[config.mk]
export PLATFORM = sky130hd
export DESIGN_NAME = barrel_shifter
export DESIGN_NICKNAME = d
export VERILOG_FILES = /design/src/rtl/shifter_pkg.sv /design/src/rtl/shifter_core.sv /design/src/rtl/barrel_shifter.sv
export SDC_FILE = /design/constraint.sdc
export NUM_CORES = 1
export LEC_CHECK = 0
export BUFFER_PORTS_ARGS = -buffer_cell sky130_fd_sc_hd__buf_4
export CORE_ASPECT_RATIO = 2
export CORE_UTILIZATION = 60
export CTS_CLUSTER_SIZE = 24
export DETAILED_ROUTE_END_ITERATION = 7
export PLACE_DENSITY = 0.85
export REMOVE_ABC_BUFFERS = 1
export SLEW_MARGIN = 0
export SYNTH_ARGS = -nofsm -noshare
export SYNTH_HDL_FRONTEND = slang
export SYNTH_SLANG_ARGS = --single-unit
[constraint.sdc]
create_clock -name clk -period 5.5 [get_ports clk]
set_input_delay 0.55 -clock clk [delete_from_list [all_inputs] [get_ports clk]]
set_output_delay 0.55 -clock clk [all_outputs]
set_load 0.1 [all_outputs]
[src/rtl/shifter_pkg.sv]
// Shared types and constants for the barrel shifter datapath.
// Latency: none (declarations only).
// Backpressure: not applicable.
// Build option: define SHIFTER_ROTATE_EN to enable rotate-right on opcode 2'b11.
package shifter_pkg;

  // Default operand width; must be a power of two, at least 2.
  localparam int DEFAULT_DATA_W = 32;

  // Shift opcode encoding as seen on the shiftop port.
  typedef enum logic [1:0] {
    SHIFT_SRL = 2'b00,
    SHIFT_SRA = 2'b01,
    SHIFT_SLL = 2'b10,
    SHIFT_ROR = 2'b11
  } shift_op_t;

endpackage

[src/rtl/shifter_core.sv]
// Combinational log-barrel shifter: SRL, SRA, SLL and optional ROR.
// Latency: 0 cycles (pure combinational).
// Backpressure: none; output follows inputs every cycle.
// Build option: SHIFTER_ROTATE_EN adds rotate-right; otherwise opcode 2'b11 yields zero.
module shifter_core
  import shifter_pkg::*;
#(
  parameter int DATA_W = DEFAULT_DATA_W,
  parameter int AMT_W  = $clog2(DATA_W)
) (
  input  logic [DATA_W-1:0] data_in,
  input  shift_op_t         op,
  input  logic [AMT_W-1:0]  amt,
  output logic [DATA_W-1:0] data_out
);

  logic              is_sll;
  logic              fill_bit;
  logic [DATA_W-1:0] data_rev;
  logic [DATA_W-1:0] net_rev;
  logic [DATA_W-1:0] stage [AMT_W+1];

  assign is_sll   = (op == SHIFT_SLL);
  // Only SRA replicates the sign; every other shifting op zero-fills.
  assign fill_bit = (op == SHIFT_SRA) ? data_in[DATA_W-1] : 1'b0;

  // Left shift reuses the right-shift network by mirroring the word on both sides.
  for (genvar i = 0; i < DATA_W; i++) begin : g_rev
    assign data_rev[i] = data_in[DATA_W-1-i];
    assign net_rev[i]  = stage[AMT_W][DATA_W-1-i];
  end

  assign stage[0] = is_sll ? data_rev : data_in;

`ifdef SHIFTER_ROTATE_EN
  logic is_ror;
  assign is_ror = (op == SHIFT_ROR);
`endif

  // Stage k shifts right by 2^k when amt[k] is set.
  for (genvar k = 0; k < AMT_W; k++) begin : g_stage
    localparam int S = 1 << k;
    logic [S-1:0] hi_bits;
`ifdef SHIFTER_ROTATE_EN
    // Rotate feeds the bits falling off the bottom back in at the top.
    assign hi_bits = is_ror ? stage[k][S-1:0] : {S{fill_bit}};
`else
    assign hi_bits = {S{fill_bit}};
`endif
    assign stage[k+1] = amt[k] ? {hi_bits, stage[k][DATA_W-1:S]} : stage[k];
  end

  // Select final orientation; opcode 2'b11 is zero unless rotate is built in.
  always_comb begin
    data_out = stage[AMT_W];
    if (is_sll) begin
      data_out = net_rev;
    end
`ifndef SHIFTER_ROTATE_EN
    if (op == SHIFT_ROR) begin
      data_out = '0;
    end
`endif
  end

endmodule

[src/rtl/barrel_shifter.sv]
// Registered 32-bit barrel shifter for ALU shift instructions.
// Latency: 1 cycle from in_valid to out_valid/result.
// Backpressure: none; accepts one operation every cycle, never stalls.
// Build option: SHIFTER_ROTATE_EN enables rotate-right on shiftop 2'b11.
module barrel_shifter
  import shifter_pkg::*;
#(
  parameter int DATA_W = DEFAULT_DATA_W,
  parameter int AMT_W  = $clog2(DATA_W)
) (
  input  logic              clk,
  input  logic              rst,
  input  logic              in_valid,
  input  logic [DATA_W-1:0] in,
  input  logic [1:0]        shiftop,
  input  logic [AMT_W-1:0]  shiftamt,
  output logic              out_valid,
  output logic [DATA_W-1:0] result
);

  logic [DATA_W-1:0] core_out;
  logic [DATA_W-1:0] result_d;
  logic [DATA_W-1:0] result_q;
  logic              out_valid_d;
  logic              out_valid_q;

  shifter_core #(
    .DATA_W (DATA_W),
    .AMT_W  (AMT_W)
  ) u_core (
    .data_in  (in),
    .op       (shift_op_t'(shiftop)),
    .amt      (shiftamt),
    .data_out (core_out)
  );

  // Capture a new result only on valid input; otherwise hold the last one.
  always_comb begin
    out_valid_d = in_valid;
    result_d    = result_q;
    if (in_valid) begin
      result_d = core_out;
    end
  end

  // Output register with synchronous reset that discards any in-flight op.
  always_ff @(posedge clk) begin
    if (rst) begin
      result_q    <= '0;
      out_valid_q <= 1'b0;
    end else begin
      result_q    <= result_d;
      out_valid_q <= out_valid_d;
    end
  end

  assign result    = result_q;
  assign out_valid = out_valid_q;

endmodule

Word-level counts from Yosys, hierarchy flattened
Index checks and enable logic that the tools add are counted.
{ "classes": {"n_eq_ne": 3, "muxes": 9} }
{ "ops": {"columns": ["operator", "count"], "rows": [
  ["$mux W32", 8],
  ["$eq A2 B2 Y1 const B", 2],
  ["$eq A2 B1 Y1 const B", 1],
  ["$mux W1", 1]
]} }
{ "totals": {"ff_bits": 33, "inputBits": 42, "wordCells": 14} }

Longest topological paths before layout
{ "logic_depth": {"word_depth": 9, "mapped_depth": 11} }

Modules after synthesis
A second synthesis with hierarchy kept.
{ "hier_totals": {"hier_cells": 444, "area_unflattened_um2": 3844.9} }
{ "modules_own_cells": {"columns": ["mod", "instances", "cells_each", "area_each_um2"], "rows": [
  ["shifter_core", 1, 338, 2642.5],
  ["barrel_shifter", 1, 106, 1202.4]
]} }

Least setup slack after synthesis
OpenSTA, ideal clock, no wires.
{ "synth_timing": {"path_kind": "input to register", "start": "input shiftop[0]", "end": "register result_q[21], in the netlist result[21]", "setup_ps": 122, "t_arrival_ps": 2662, "required_time_ps": 5378, "path_slack_ps": 2716, "stages": 9, "path_cell_list": "buf_6 -> nand2b_4 -> buf_6 -> buf_12 -> mux4_2 -> mux4_2 -> a221oi_2 -> nor2_1 -> a221o_1"} }
{ "synth_via": {"elab_chain_cells": 9} }
{ "synth_lines": {"columns": ["element", "line", "text"], "rows": [
  ["start: declaration", "barrel_shifter.sv:15", "input logic [1:0] shiftop,"],
  ["$eq A2 B2 Y1 or $eq A2 B1 Y1 (tied branches)", "shifter_core.sv:23, shifter_core.sv:25", null],
  ["$mux W32 or $mux W1 (tied branches)", "shifter_core.sv:33, shifter_core.sv:25", null],
  ["$mux W32 (5 in a row)", "shifter_core.sv:50", "assign stage[k+1] = amt[k] ? {hi_bits, stage[k][DATA_W-1:S]} : stage[k];"],
  ["$mux W32", "shifter_core.sv:56", "if (is_sll) begin"],
  ["$mux W32 (*)", "shifter_core.sv:60", "if (op == SHIFT_ROR) begin"],
  ["end signal: assignment", "barrel_shifter.sv:52", "result_q <= result_d;"],
  ["end: declaration", "barrel_shifter.sv:23", "logic [DATA_W-1:0] result_q;"]
]} }
Every way passes the cells marked *; elsewhere a longest branch is shown, timed or not.
A chain may end at the register's enable or synchronous reset.

Worst setup path after layout
{ "layout_timing": {"start": "input shiftop[1]", "end": "register result_q[6], in the netlist result[6]"} }
The elaborated chain is that of the path after synthesis.

==> results.ini <==
[status]
run_status=completed

[power_and_ir_drop]
power.switching_fraction_pct=43.6
share_comb_of_total_power_pct=48.4
internal_power_mw=0.659
ir_worst_vdd_v=0.000109
power.clock.fraction_pct=28.7
report.power.total_mw=1.17
p_seq_share_pct=22.9
cellPowerDensity_nw_per_um2=239
total_leakage_power_nw=1.91
power.net_switching_mw=0.509

[min_path]
timing.hold.worst_path_depth=2
min-delay-path-class=reg2reg

[floorplanning]
row_count=43
fp.dieArea_um2=7430
boundaryPins=75
floorplan.die.height_um=121
core_area_um2=6890
floorplan.initialDensity_pct=61.6
floorplan.die.width_um=61.5

[global_route]
maximum_number_of_pins_on_one_net_before_global_route_repair=43
grt-ovfl-total=0
grt_first_pass_wirelength_um=27400
grt_antenna_before_repair=0
via_count_of_the_first_global_routing_pass=4797
grtUsageTotal_pct=52.0

[cells_and_area]
layout-area-overhead-vs-synth_pct=15.0
drive_gt1_share_pct=25.2
layoutNonFillerInstCount=641
num-fill-cells=576
total_number_of_nets_in_the_final_design=592
antenna_cells_inserted=0
layout.cell_area.non_filler_um2=4880
postLayoutCoreUtil_pct=70.9

[synth]
synth_compound_area_share_pct=28.5
synthesis.instances=514
yosys.area.top_type=mux4_2
post-synth-top-count-cell=nor2_1
post_synth_mux_area_share_pct=30.7
dominant_combinational_cell_family_by_area_after_synthesis=multiplexers
syn_avg_cell_area_um2=8.26
ys.warnings.count=0
synth_adder_area_share_pct=0
synth.yosys.seq_area_share_pct=15.6
yosys.area.top_type_share_pct=20.7
synth.cells.most_frequent=nor2_1, nand2_1, mux4_2, dfxtp_1, clkbuf_1
number_of_synthesized_flops_with_an_enable_pin=0
dominant_synthesized_flop_cell=dfxtp_1
async_s_r_ff_share_synth_pct=0
netlist_top_cells_area=mux4_2, dfxtp_1, mux2i_1, nor2_1, nand2_1
synth_xor_area_share_pct=0.206
ys_ff_latch=33
synth.lib_cells_used.distinct=61
synth-simple-area-share_pct=18.5
netlist_area_um2=4240

[sta]
fin_worst_skew_ps=0
final.period_utilization_pct=66.1
clock.fmax_mhz=275
report.final.setup_viol=0
max-slew-margin-rel_pct=28.0
grt_setup_unrepaired=no
timing_max_transition_violations_final=0
transition_time_of_the_tightest_slew_check_pin_ps=1070
finalHoldViolations=0
layout_setup_ws_ps=1870
finalCriticalPeriod_ps=3630
setup-tns-final_ps=0
finalHoldWorstSlack_ps=461

[placed_design]
count_of_input_and_output_buffers=74
preCtsSetupSlack_ps=1720
placed_area_um2=4710
detailed_place_hpwl_um=13200
gpl.final_weighted_congestion=1.13
placed_cells_incl_taps=633

[critical_path]
cp_cell_sequence=buf_4, and2b_1, mux2i_1, mux2i_1, a22oi_1, o21ai_0, a211o_1, a211oi_1
arrival_ps=3840
worst_path_required_time_ps=5700
critical_path.most_common_cell=mux2i_1
setup.worst_path.end_class=flip-flop
critical_path.startpoint_type=primary input
critical_path_buf_inv_count=1
worst-r2r-cell-count=3
timing.critical_path.depth=8
critical_path.max_stage_delay_ps=780
slowest_stage_cell_cp=and2b_1
worst_path_dominant_cell_family=compound AO/OA/AOI/OAI gates
critPathMaxFanout=20
timing_worst_setup_path_type=in2reg

[routing]
total_vias_in_the_final_route=5051
drcViolationCount=0
postRouteAntennaNets=0
drt-vias-per-instance=7.88
drt_first_pass_iters=6
mean_routed_wirelength_per_cell_um=28.3
drt-initial-drc-count=744
finalWirelength_um=18200

[flow_run]
drv.max_cap_violation_count=0

[clock_network]
cts_tree=built
post_cts_hold_buffer_count=0
root_buffer=clkbuf_16
cts-root-to-sink-buffers=2
post-cts-setup-buffer-count=0
cts_made_buffers=5
cts.clk_slew.worst_paths_ps=60
cts_max_level=2
clk_latency_ps=280
numClockSinks=33
post_cts.resized_instances=0

==> cell usage in the layout, fill, tap and decap left out, types with 11 or more instances in the layout <==
cell      Yosys  routed
o21ai_0      29      29
nor2_1       68      68
a21oi_1      23      23
nand2_1      55      55
mux2i_1      28      28
buf_4         0      79
mux4_2       39      39
a31oi_1      14      14
dfxtp_1      33      33
nor3_1       13      13
a211oi_1     12      12
a221o_1      11      11
==> sequential cells by signal (all words and copies together) (netlist names) <==
register and flops:
result 32, out_valid 1
==> path summary, 6_finish.rpt <==
| path | slack, ps | from | to |
|---|---|---|---|
| worst max-delay path | 1870 | shiftop[1] | result[6]$_SDFFE_PP0P_ |
| worst min-delay path | 460 | result[16]$_SDFFE_PP0P_ | result[16]$_SDFFE_PP0P_ |
| worst max register to register | 4500 | result[24]$_SDFFE_PP0P_ | result[24]$_SDFFE_PP0P_ |
| worst min register to register | 460 | result[16]$_SDFFE_PP0P_ | result[16]$_SDFFE_PP0P_ |
==> worst min-delay path: cells and delay by family (launching register included) <==
family / cells / cell delay [ps]
flip-flops: 1 / 320
AND/OR/NAND/NOR: 2 / 100
==> metal layers <==
layer | track usage [%] | vias up | wire [um]
met4 | 45.7 | 0 | 2140
met3 | 19.4 | 163 | 2090
met5 | 0 | - | 0
li1 | - | 2099 | -
met1 | 52.8 | 2329 | 5400
met2 | 79.2 | 460 | 8540
==> cell type report <==
type,instances,area (um^2),area share (%)
clock buffer,6,139,2.84
clock inverter,2,37.5,0.769
inverter,9,33.8,0.692
multi-input combinational,422,3310,67.7
sequential,33,661,13.5
tap,90,113,2.31
timing repair buffer,79,593,12.1
==> power groups by stage <==
stage	clock [mW]	sequential [mW]	combinational, mW
2_1_floorplan	0	0.393	0.235
3_3_place_gp	0	0.271	0.533
3_5_place_dp	0	0.272	0.537
4_1_cts	0.333	0.267	0.540
5_1_grt	0.338	0.269	0.586
6_report	0.335	0.267	0.566
==> kinds of logic after synthesis <==
kind of cell / Yosys count
xor gates and xnor gates: 1
AOI/OAI and AO/OA: 169
muxes: 77
DFF: 33
and+or+nand+nor: 175
buffers and inverters: 59
Power figures use the tool's default switching activity.
